--- config.mk ---
export PLATFORM = sky130hd
export DESIGN_NAME = chip8_mem_arbiter
export DESIGN_NICKNAME = d
export VERILOG_FILES = /design/src/rtl/chip8_mem_pkg.sv /design/src/rtl/chip8_arb_pick.sv /design/src/rtl/chip8_mem_arbiter.sv
export SDC_FILE = /design/constraint.sdc
export NUM_CORES = 1
export LEC_CHECK = 0
export CORE_ASPECT_RATIO = 0.7
export CORE_UTILIZATION = 48
export CTS_BUF_LIST = sky130_fd_sc_hd__clkbuf_4 sky130_fd_sc_hd__clkbuf_8
export CTS_CLUSTER_SIZE = 25
export DETAILED_ROUTE_END_ITERATION = 8
export PLACE_DENSITY_LB_ADDON = 0.08
export SYNTH_ARGS = -nofsm -noshare
export SYNTH_HDL_FRONTEND = slang
export SYNTH_SLANG_ARGS = --single-unit
--- constraint.sdc ---
create_clock -name clk -period 2.32 [get_ports clk]
set_input_delay 0.464 -clock clk [delete_from_list [all_inputs] [get_ports clk]]
set_output_delay 0.464 -clock clk [all_outputs]
set_load 0.1 [all_outputs]
--- src/rtl/chip8_mem_pkg.sv ---
// Shared constants, FSM state encoding and burst-length decode for the CHIP-8 memory arbiter.
package chip8_mem_pkg;

  localparam int unsigned ADDR_W = 12;
  localparam int unsigned DATA_W = 8;
  localparam int unsigned LEN_W  = 4;
  localparam int unsigned NREQ   = 2;
  localparam int unsigned IDX_W  = (NREQ > 1) ? $clog2(NREQ) : 1;
  localparam int unsigned CNT_W  = LEN_W + 1;

  localparam int unsigned REQ_CPU  = 0;
  localparam int unsigned REQ_DISP = 1;

  typedef enum logic [1:0] {
    IDLE  = 2'd0,
    BURST = 2'd1,
    DRAIN = 2'd2
  } state_e;

  // A zero length field encodes the maximum burst of 2^LEN_W bytes.
  function automatic logic [CNT_W-1:0] len_decode(input logic [LEN_W-1:0] len);
    len_decode = (len == '0) ? CNT_W'(2 ** LEN_W) : CNT_W'(len);
  endfunction

endpackage

--- src/rtl/chip8_arb_pick.sv ---
// Combinational winner selection for the memory arbiter.
// CHIP8_ARB_ROUND_ROBIN_EN selects round-robin; otherwise fixed priority, lowest index wins.
module chip8_arb_pick
  import chip8_mem_pkg::*;
(
  input  logic [NREQ-1:0]  req,
  input  logic [IDX_W-1:0] last_grant,
  output logic             any_c,
  output logic [IDX_W-1:0] idx_c,
  output logic [NREQ-1:0]  gnt_c
);

`ifdef CHIP8_ARB_ROUND_ROBIN_EN
  logic             found;
  logic [IDX_W-1:0] cand;

  // Scan starting one past the previous winner so every requester gets a turn.
  always_comb begin
    any_c = |req;
    idx_c = '0;
    gnt_c = '0;
    found = 1'b0;
    cand  = '0;
    for (int k = 0; k < NREQ; k++) begin
      cand = IDX_W'((32'(last_grant) + 32'(k) + 32'd1) % 32'(NREQ));
      if (!found && req[cand]) begin
        found = 1'b1;
        idx_c = cand;
      end
    end
    if (any_c) gnt_c[idx_c] = 1'b1;
  end
`else
  logic unused_last_grant;
  assign unused_last_grant = ^last_grant;

  always_comb begin
    any_c = |req;
    idx_c = '0;
    gnt_c = '0;
    for (int i = NREQ - 1; i >= 0; i--) begin
      if (req[i]) idx_c = IDX_W'(i);
    end
    if (any_c) gnt_c[idx_c] = 1'b1;
  end
`endif

endmodule

--- src/rtl/chip8_mem_arbiter.sv ---
// Burst-read arbiter in front of the shared 4096x8 program/font memory (CPU fetch vs display).
// Arbitration policy is chosen by CHIP8_ARB_ROUND_ROBIN_EN inside chip8_arb_pick.
module chip8_mem_arbiter
  import chip8_mem_pkg::*;
(
  input  logic                   clk,
  input  logic                   reset,
  input  logic [NREQ-1:0]        req,
  input  logic [NREQ*ADDR_W-1:0] req_addr,
  input  logic [NREQ*LEN_W-1:0]  req_len,
  output logic [NREQ-1:0]        gnt,
  output logic [NREQ-1:0]        rvalid,
  output logic [DATA_W-1:0]      rdata,
  output logic [NREQ-1:0]        done,
  output logic                   busy,
  output logic [ADDR_W-1:0]      mem_addr,
  input  logic [DATA_W-1:0]      mem_dout
);

  state_e            state_q, state_d;
  logic [IDX_W-1:0]  owner_q, owner_d;
  logic [IDX_W-1:0]  last_grant_q, last_grant_d;
  logic [CNT_W-1:0]  remaining_q, remaining_d;
  logic [ADDR_W-1:0] mem_addr_q, mem_addr_d;
  logic [NREQ-1:0]   gnt_q, gnt_d;
  logic [NREQ-1:0]   rvalid_q, rvalid_d;
  logic [NREQ-1:0]   done_q, done_d;
  logic              busy_q, busy_d;

  logic              pick_any;
  logic [IDX_W-1:0]  pick_idx;
  logic [NREQ-1:0]   pick_gnt;
  logic [ADDR_W-1:0] sel_addr;
  logic [LEN_W-1:0]  sel_len;

  chip8_arb_pick u_pick (
    .req        (req),
    .last_grant (last_grant_q),
    .any_c      (pick_any),
    .idx_c      (pick_idx),
    .gnt_c      (pick_gnt)
  );

  // Next-state logic. A byte's address is held in BURST for one cycle; the
  // memory returns it one cycle later, which is when rvalid/done are raised.
  always_comb begin
    state_d      = state_q;
    owner_d      = owner_q;
    last_grant_d = last_grant_q;
    remaining_d  = remaining_q;
    mem_addr_d   = mem_addr_q;
    gnt_d        = '0;
    rvalid_d     = '0;
    done_d       = '0;
    sel_addr     = '0;
    sel_len      = '0;

    for (int i = 0; i < NREQ; i++) begin
      if (pick_idx == IDX_W'(i)) begin
        sel_addr = req_addr[i*ADDR_W +: ADDR_W];
        sel_len  = req_len[i*LEN_W +: LEN_W];
      end
    end

    unique case (state_q)
      IDLE: begin
        if (pick_any) begin
          gnt_d        = pick_gnt;
          owner_d      = pick_idx;
          last_grant_d = pick_idx;
          mem_addr_d   = sel_addr;
          remaining_d  = len_decode(sel_len);
          state_d      = BURST;
        end
      end
      BURST: begin
        rvalid_d[owner_q] = 1'b1;
        remaining_d       = remaining_q - CNT_W'(1);
        if (remaining_q == CNT_W'(1)) begin
          done_d[owner_q] = 1'b1;
          state_d         = DRAIN;
        end else begin
          mem_addr_d = mem_addr_q + ADDR_W'(1);
        end
      end
      DRAIN: state_d = IDLE;
      default: state_d = IDLE;
    endcase

    busy_d = (state_d != IDLE);
  end

  always_ff @(posedge clk or posedge reset) begin
    if (reset) begin
      state_q      <= IDLE;
      owner_q      <= '0;
      last_grant_q <= IDX_W'(NREQ - 1);
      remaining_q  <= '0;
      mem_addr_q   <= '0;
      gnt_q        <= '0;
      rvalid_q     <= '0;
      done_q       <= '0;
      busy_q       <= 1'b0;
    end else begin
      state_q      <= state_d;
      owner_q      <= owner_d;
      last_grant_q <= last_grant_d;
      remaining_q  <= remaining_d;
      mem_addr_q   <= mem_addr_d;
      gnt_q        <= gnt_d;
      rvalid_q     <= rvalid_d;
      done_q       <= done_d;
      busy_q       <= busy_d;
    end
  end

  assign gnt      = gnt_q;
  assign rvalid   = rvalid_q;
  assign done     = done_q;
  assign busy     = busy_q;
  assign mem_addr = mem_addr_q;
  assign rdata    = mem_dout;

endmodule
==> run_results.csv, run 1 <==
group,metric,value,unit
critical_path,required,2480,ps
sta,worst-slew-pin-transition,396,ps
drt,drc,0,
drt,wire_per_inst,15.4,um
final_layout,num_antenna_cells,0,
pwr,power.net_switching,2.02,mW
clock_tree,clk_root_buffer_cell,"clkbuf_8",
critical_path,startpoint_type,"input pin",
synthesis,ys_top_cells_by_count,"dfrtp_1 (27), a21oi_1 (20), nand2_1 (15)",
synthesis,synth_enable_flop_cells,0,
global_route,grtUsageTotal,0.234,
drt,firstDrtPassIters,4,
final_layout,post-route-cell-area,2230,um2
clock_tree,insertion_delay,270,ps
synthesis,yosysSeqAreaShare,0.396,
final_layout,nFillCells,282,
pwr,p_leak,1.00,nW
placement,dp_slack,191,ps
clock_tree,post_cts_hold_buffer_count,0,
floorplanning,die_height,51.9,um
clock_tree,cts_made_buffers,3,
placement,placer_congestion,0.866,
synthesis,yosys.area.top_type,"dfrtp_1",
clock_tree,h-tree-depth,1,
floorplanning,fp.dieArea,3800,um2
pwr,vdd_ir_drop_max,1.34,mV
sta,final.min_clock_period,1860,ps
sta,achievable-frequency,0.539,GHz
sta,post-route-period-util,0.800,
worst_hold_path,hold_path_class,"flop to flop",
floorplanning,top_level_ports,71,
sta,worst_slew_margin_rel,0.736,
drt,number_of_vias_per_cell,5.83,
pwr,sw_frac_of_total,0.574,
pwr,combPwrFrac,0.657,
global_route,met1_routing_resource_usage_after_global_routing,0.325,
final_layout,area_delta_synth_final,30.7,%
critical_path,ws_path_type,"input pin to flop",
synthesis,predominant_post_synthesis_flop_cell,"dfrtp_1",
flow_run,drv.max_cap_violation_count,0,
sta,clock-skew-final,1.87,ps
synthesis,synth_cells,181,
run_status,outcome,"finished clean",
sta,maxSlewViolCount,0,
drt,antenna_left,0,
floorplanning,core,3280,um2
critical_path,timing.critical_path.arrival,2020,ps
global_route,grt_antenna_before_repair,0,
drt,initialDrtViolationCount,95,
synthesis,yosys.cell_count.top_type,"dfrtp_1",
synthesis,synth_async_sr_flop_share,1.00,
floorplanning,fp.dieW,73.3,um
synthesis,ys_top_cells_by_area,"dfrtp_1 (40%), a21oi_1 (5.9%), buf_4 (4.8%)",
synthesis,area_of_the_mapped_netlist,1710,um2
global_route,top_usage_layer,"met2",
critical_path,cp-end-kind,"flop",
placement,placed_cell_area,2180,um2
synthesis,netlist.area_leader.share,0.396,
synthesis,synth.net_count,228,
global_route,use_met3,0.0426,
clock_tree,clock_sink_count,27,
drt,dr_total_vias,1597,
pwr,power_per_cell_area,1580,nW/um2
floorplanning,floorplan.initialDensity,0.521,
clock_tree,clock_tree_from_tritoncts,"built",
pwr,internal_power,1.50,mW
synthesis,ys_seq_elements,27,
placement,io_buffers,54,
global_route,grt_max_degree,28,
global_route,grt_util_met2,0.380,
synthesis,synth_cell_types,49,
global_route,grt_pass1_wl,6.67,mm
final_layout,final_layout_size_suffix_gt1_frac,0.203,
sta,rsz0062_at_grt,"false",
pwr,pwr-share-seq,0.263,
placement,hpwl,3.16,mm
clock_tree,path_clk_slew,90,ps
pwr,clock_power_share,0.080,
sta,finalSetupTns,0,ps
clock_tree,cts_max_path_buffers,2,
clock_tree,cts_resized,0,
clock_tree,cts_setup_buffers,0,
synthesis,yosys_warnings,0,
floorplanning,num_rows,17,
critical_path,reg2reg_setup_slack,540,ps
global_route,grt_overflow,0,
global_route,first_global_vias,1447,
sta,timing.final.hold_violations,0,
final_layout,nNetsFinal,275,
drt,wirelength,4.22,mm
sta,layout_setup_ws,464,ps
synthesis,syn-mean-instance-area,9.44,um2
critical_path,crit_path_max_fanout,10,
sta,setup_viol_count_final,0,
## flip-flops by register name (all words and copies together), names as in the netlist
name and flops:
mem_addr 12, remaining_q 5, gnt 2, busy 1
state_q 2, owner_q 1, rvalid 2, done 2
## kinds of logic after synthesis
| group | share of synthesized area |
|---|---|
| compound gates | 0.204 |
| xor+xnor | 0.00513 |
| buf+inv | 0.100 |
| simple gates | 0.186 |
| mux | 0.0872 |
| flops | 0.396 |
| fa+ha+maj | 0.0220 |
## per-layer routing
layer | vias to the layer above | part of all wire
met1 | 778 | 0.45
met2 | 68 | 0.47
met5 | - | 0
met3 | 8 | 0.073
li1 | 743 | -
met4 | 0 | 0.0081
## critical path, stage by stage
cell	delay (ps)
clkdlybuf4s50_1	580
nand2b_1	160
buf_4	210
mux2_2	350
o21ai_1	150
a22oi_2	90
## power by group through the flow
stage,combinational [mW],clock [mW],sequential [mW]
final,2.31,0.280,0.927
after global routing,2.46,0.310,0.954
after detailed placement,2.31,0,0.930
after global placement,2.26,0,0.913
after floorplan,0.962,0,1.82
after CTS,2.31,0.286,0.920
## worst paths after layout
path / from / endpoint / cells past startpoint
setup / recovery: req[0] / mem_addr[2] / 6
hold / removal: owner_q / rvalid[0] / 1
setup reg to reg: state_q[0] / mem_addr[8] / 4
hold reg to reg: owner_q / rvalid[0] / 1
max in group asynchronous: reset / mem_addr[5] / 3
min in group asynchronous: reset / done[1] / 3
## placed cells by master (no fill, tap or decap), types with 2 or more instances in the layout
cell type        synthesis  layout
a21oi_1                 20      20
a21o_1                   2       2
nor3_1                   5       5
nand4_1                  2       2
ha_1                     3       3
o21ai_0                  5       5
mux2_2                   6       6
nand2b_1                 4       4
nor4_1                   2       2
nand3_1                  7       7
clkdlybuf4s50_1          0      35
o21ai_1                  5       5
mux2_4                   2       2
buf_4                   11      25
o22ai_1                  4       4
nor2_1                   8       8
nand2_1                 15      15
and3_1                   2       2
inv_1                    7       7
mux2i_1                  4       4
clkbuf_8                 0       3
o31ai_1                  3       3
dfrtp_1                 27      27
a31oi_1                  2       2
a32o_1                   2       2
or3_1                    2       2
o211ai_1                 2       2
## layout make-up
type / count / area, um2 / share of cell area
multi-input combinational: 127 / 861 / 0.386
sequential: 27 / 676 / 0.303
timing repair buffer: 61 / 558 / 0.250
tap: 47 / 58.8 / 0.0263
clock buffer: 4 / 48.8 / 0.0219
inverter: 8 / 30.0 / 0.0135
## through the flow
step	utilization	hold WS (ps)	instances	total power [mW]
2_1_floorplan	-	455	181	2.78
3_3_place_gp	0.667	491	270	3.18
3_5_place_dp	0.667	490	270	3.24
4_1_cts	0.681	513	274	3.52
5_1_grt	0.681	539	274	3.73
6_report	0.681	513	274	3.52
No activity file was read; power rests on OpenSTA's default activity.
==> run 2: changes to the inputs <==
--- a/config.mk
+++ b/config.mk
@@ -6,7 +6,7 @@
 export NUM_CORES = 1
 export LEC_CHECK = 0
 export CORE_ASPECT_RATIO = 0.7
-export CORE_UTILIZATION = 48
+export CORE_UTILIZATION = 40
 export CTS_BUF_LIST = sky130_fd_sc_hd__clkbuf_4 sky130_fd_sc_hd__clkbuf_8
 export CTS_CLUSTER_SIZE = 25
 export DETAILED_ROUTE_END_ITERATION = 8
==> constraint.sdc (replaced) <==
create_clock -name clk -period 1.7 [get_ports clk]
set_input_delay 0.34 -clock clk [delete_from_list [all_inputs] [get_ports clk]]
set_output_delay 0.34 -clock clk [all_outputs]
set_load 0.1 [all_outputs]
==> run 2 against run 1 <==
Against the previous run: power rose by 61%; wire length rose by 10%; worst setup slack got worse by 440 ps; utilization fell by 2.0 points; combinational power rose by 69%.
==> run_results.csv, run 2 (synthesis results as in run 1) <==
group,metric,value,unit
clock_tree,clock_sink_count,27,
global_route,grt_max_degree,28,
sta,clock-skew-final,2.67,ps
drt,dr_total_vias,1595,
sta,post-route-period-util,0.985,
critical_path,reg2reg_setup_slack,30,ps
placement,placed_cell_area,2510,um2
placement,dpl.cell_count,283,
critical_path,crit_path_max_fanout,12,
final_layout,final_cell_mix,"clkdlybuf4s50_1 (34), buf_12 (21), a21oi_1 (19), dfrtp_1 (16)",
clock_tree,clk_root_buffer_cell,"clkbuf_8",
floorplanning,fp.dieArea,4540,um2
floorplanning,die_height,56.7,um
pwr,total_power,5.68,mW
drt,wirelength,4.64,mm
critical_path,timing.rr.end,"mem_addr[1]",
floorplanning,fp.dieW,80.1,um
final_layout,postLayoutCoreUtil,0.662,
floorplanning,core,3990,um2
sta,timing.final.hold_violations,0,
pwr,power_per_cell_area,2150,nW/um2
sta,worst_slew_margin_rel,0.763,
floorplanning,floorplan.initialDensity,0.428,
critical_path,critPathCapture,"mem_addr[1]",
final_layout,area_delta_synth_final,54.7,%
drt,antenna_left,0,
clock_tree,insertion_delay,270,ps
critical_path,cp-end-kind,"flop",
floorplanning,num_rows,19,
drt,initialDrtViolationCount,92,
global_route,grt_pass1_wl,7.84,mm
sta,final.min_clock_period,1670,ps
global_route,grtUsageTotal,0.226,
clock_tree,cts_made_buffers,3,
sta,finalSetupTns,0,ps
final_layout,final_cells,291,
worst_hold_path,hold_path_class,"input pin to asynchronous set/reset pin",
final_layout,final_layout_size_suffix_gt1_frac,0.314,
drt,number_of_vias_per_cell,5.48,
final_layout,nNetsFinal,287,
drt,firstDrtPassIters,4,
sta,worst-slew-pin-transition,356,ps
pwr,p_leak,1.17,nW
sta,achievable-frequency,0.597,GHz
final_layout,largest_register_ffs,12,
critical_path,worst-r2r-cell-count,5,
critical_path,worst_r2r_startpoint,"remaining_q[0]",
global_route,grt_antenna_before_repair,0,
critical_path,startpoint_type,"flop",
final_layout,layout_commonest_cell,"clkdlybuf4s50_1",
final_layout,post-route-cell-area,2640,um2
clock_tree,path_clk_slew,90,ps
clock_tree,post_cts_hold_buffer_count,0,
placement,io_buffers,54,
placement,placer_congestion,0.894,
sta,rsz0062_at_grt,"true",
critical_path,timing.critical_path.arrival,1840,ps
clock_tree,clock_tree_from_tritoncts,"built",
run_status,outcome,"finished clean",
flow_run,drv.max_cap_violation_count,0,
critical_path,required,1860,ps
final_layout,num_antenna_cells,0,
drt,drc,0,
sta,maxSlewViolCount,0,
placement,hpwl,3.45,mm
global_route,grt_overflow,0,
critical_path,startpoint,"remaining_q[0]",
floorplanning,top_level_ports,71,
clock_tree,h-tree-depth,1,
critical_path,ws_path_type,"flop to flop",
clock_tree,cts_max_path_buffers,2,
drt,wire_per_inst,16.0,um
pwr,vdd_ir_drop_max,1.39,mV
global_route,first_global_vias,1615,
sta,setup_viol_count_final,0,
-- run 2: changes by cell type in the layout (fill, tap and decap cells not counted), sizes merged --
| cell | delta |
|---|---|
| buf | +12 |
| clkbuf | -1 |
| clkdlybuf4s50 | -1 |
| clkinv | +1 |
| dlygate4sd2 | +1 |
-- run 2: metal layers --
| metal | vias up | wire length, um | global-route usage |
|---|---|---|---|
| li1 | 770 | - | - |
| met1 | 761 | 2160 | 0.316 |
| met2 | 54 | 2160 | 0.346 |
| met3 | 10 | 297 | 0.0553 |
| met4 | 0 | 34 | 0.0689 |
| met5 | - | 0 | 0 |
-- run 2: what timing repair did --
action                     CTS  global route
pin swaps                    1             1
gates resized for setup      3             8
setup endpoints to repair    4             6
gates cloned                 1             0
buffers inserted             0             3
-- run 2: cell type report --
cell class | instances | area [um2]
inverter | 8 | 30.0
clock buffer | 3 | 41.3
clock inverter | 1 | 5.00
tap | 52 | 65.1
timing repair buffer | 73 | 921
sequential | 27 | 689
multi-input combinational | 127 | 891
fill | 319 | 1350
-- run 2: per-stage QoR --
stage	worst slack (ps)	hold slack [ps]
after floorplan	-9.79	392
after global placement	-254	484
after detailed placement	-298	490
after CTS	-12.4	451
after global routing	-45.4	494
final	26.0	436
-- run 2: worst min-delay path by stage --
stage | endpoint | depth (start not counted) | startpoint
final | done[1] | 3 | reset
after CTS | done[1] | 3 | reset
after global placement | rvalid[0] | 1 | owner_q
after floorplan | busy | 1 | reset
after global routing | remaining_q[1] | 3 | reset
after detailed placement | rvalid[0] | 1 | owner_q
-- run 2: worst max-delay path, stage by stage, from the launching register on --
cell	delay [ps]
dfrtp_1	420
ha_2	200
nor4b_4	140
a211oi_4	330
buf_12	180
mux2_4	290
-- run 2: power by group --
| part | internal, mW | leakage, nW | switching [mW] |
|---|---|---|---|
| Clock | 0.164 | 0.0255 | 0.203 |
| Sequential | 0.947 | 0.307 | 0.458 |
| Combinational | 1.60 | 0.834 | 2.30 |
| Total | 2.72 | 1.17 | 2.96 |
==> run 3: changes to the inputs <==
--- a/config.mk
+++ b/config.mk
@@ -6,10 +6,11 @@
 export NUM_CORES = 1
 export LEC_CHECK = 0
 export CORE_ASPECT_RATIO = 0.7
-export CORE_UTILIZATION = 40
+export CORE_UTILIZATION = 50
 export CTS_BUF_LIST = sky130_fd_sc_hd__clkbuf_4 sky130_fd_sc_hd__clkbuf_8
 export CTS_CLUSTER_SIZE = 25
 export DETAILED_ROUTE_END_ITERATION = 8
+export DONT_BUFFER_PORTS = 1
 export PLACE_DENSITY_LB_ADDON = 0.08
 export SYNTH_ARGS = -nofsm -noshare
 export SYNTH_HDL_FRONTEND = slang
==> run 3 against run 2 <==
Against the previous run: sequential share of layout area up 9.6 points; flip-flop and latch count stayed put; count of clock-buffer cells in the layout stayed put; via count decreased by 6.6%; wire length down 11%; first-iteration DRC count is 7.6% lower; worst setup slack better by 63 ps; critical path depth up 1; final cell count fell by 16%; the run now ends with hold timing left.
==> run_results.csv, run 3 (synthesis results as in run 1) <==
group,metric,value,unit
run_status,outcome,"complete, but fails checks",
run_status,violations,"hold timing",
critical_path,reg2reg_setup_slack,90,ps
placement,hpwl,3.13,mm
final_layout,postLayoutCoreUtil,0.601,
final_layout,num_antenna_cells,0,
final_layout,nNetsFinal,246,
clock_tree,clock_sink_count,27,
drt,routed.top_layer,"met4",
sta,rsz0062_at_grt,"false",
floorplanning,top_level_ports,71,
critical_path,slowest_delay,410,ps
clock_tree,cts_resized,0,
global_route,grt_antenna_before_repair,0,
global_route,grt_max_degree,28,
critical_path,ws_path_type,"flop to flop",
clock_tree,cts_setup_buffers,0,
sta,post-route-period-util,0.948,
global_route,grt_overflow,0,
floorplanning,die_height,50.9,um
sta,setup_viol_count_final,0,
clock_tree,insertion_delay,280,ps
clock_tree,path_clk_slew,100,ps
global_route,grt_pass1_wl,6.57,mm
critical_path,required,1860,ps
drt,firstDrtPassIters,4,
drt,number_of_vias_per_cell,6.08,
floorplanning,core,3210,um2
floorplanning,num_rows,17,
drt,met2WireLength,1.77,mm
final_layout,final_cell_mix,"buf_4 (31), a21oi_1 (20), dfrtp_1 (16), nand2_1 (15), dfrtp_2 (11)",
drt,wl_met3,376,um
critical_path,worst_r2r_startpoint,"remaining_q[0]",
sta,final.min_clock_period,1610,ps
critical_path,slowest_stage,"dfrtp_1",
clock_tree,clock_tree_from_tritoncts,"built",
critical_path,crit_path_max_fanout,11,
drt,antenna_left,0,
critical_path,cp-end-kind,"flop",
final_layout,nFillCells,292,
placement,placer_congestion,0.861,
floorplanning,fp.dieArea,3660,um2
flow_run,drv.max_cap_violation_count,0,
final_layout,final_layout_size_suffix_gt1_frac,0.318,
sta,worst-slew-pin-transition,353,ps
sta,maxSlewViolCount,0,
final_layout,layout_commonest_cell,"buf_4",
final_layout,area_delta_synth_final,13.1,%
clock_tree,cts_made_buffers,3,
clock_tree,cts_max_path_buffers,2,
placement,dpl.cell_count,241,
floorplanning,floorplan.initialDensity,0.532,
global_route,first_global_vias,1330,
floorplanning,fp.dieW,71.9,um
global_route,grtUsageTotal,0.238,
critical_path,worst-r2r-cell-count,6,
clock_tree,clk_root_buffer_cell,"clkbuf_8",
final_layout,largest_register_ffs,12,
drt,wire_per_inst,16.8,um
critical_path,cp_cell_sequence,"ha_1 -> nor4b_4 -> a211oi_4 -> buf_6 -> mux2i_1 -> nand2_1",
drt,drc,0,
sta,worst_hold_slack,-0.868,ps
critical_path,timing.critical_path.arrival,1770,ps
final_layout,final_cells,245,
sta,achievable-frequency,0.621,GHz
drt,wirelength,4.11,mm
critical_path,timing.rr.end,"mem_addr[0]",
worst_hold_path,hold_path_class,"input pin to asynchronous set/reset pin",
sta,clock-skew-final,14.8,ps
sta,worst_slew_margin_rel,0.765,
drt,initialDrtViolationCount,85,
critical_path,startpoint_type,"flop",
drt,met1Wirelength,1.92,mm
sta,timing.final.hold_violations,1,
clock_tree,h-tree-depth,1,
clock_tree,post_cts_hold_buffer_count,0,
drt,dr_total_vias,1489,
placement,io_buffers,0,
run 3: worst max-delay path by stage:
stage,start,cells after the start,end,slack (ps)
after detailed placement,remaining_q[0],6,mem_addr[0],20
final,remaining_q[0],6,mem_addr[0],90
after CTS,remaining_q[0],6,mem_addr[0],20
after global routing,remaining_q[1],7,mem_addr[0],1
after global placement,remaining_q[0],6,mem_addr[0],120
after floorplan,mem_addr[0],4,mem_addr[7],-10
run 3: per-layer routing:
metal,vias up,track usage
met3,10,0.0572
met5,-,0
li1,680,-
met1,732,0.364
met4,0,0.0654
met2,67,0.333
run 3: area by class of cell:
| class | count | area (um2) | share of cell area |
|---|---|---|---|
| tap | 47 | 58.8 | 0.0304 |
| timing repair buffer | 32 | 244 | 0.126 |
| clock buffer | 3 | 41.3 | 0.0214 |
| multi-input combinational | 127 | 861 | 0.446 |
| clock inverter | 1 | 7.51 | 0.00389 |
| inverter | 8 | 30.0 | 0.0155 |
| sequential | 27 | 689 | 0.357 |
run 3: through the flow:
stage | instance area [um2] | TNS [ps] | worst slack [ps]
final | 1930 | 0 | 89.0
after global routing | 1930 | 0 | 1.50
after global placement | 1880 | 0 | 115
after detailed placement | 1880 | 0 | 21.2
after floorplan | 1720 | -9.79 | -9.79
after CTS | 1930 | 0 | 16.3
run 3: critical path: cells and delay by family (launching register included):
family | cells | cell delay (ps)
simple gates | 2 | 210
fa+ha+maj | 1 | 220
compound gates | 1 | 290
flops | 1 | 410
mux | 1 | 190
buf+inv | 1 | 190
Power of run 3 is left out: the tool's default activity adds up to more than one toggle a clock period on the data nets, which glitch-free logic cannot reach.
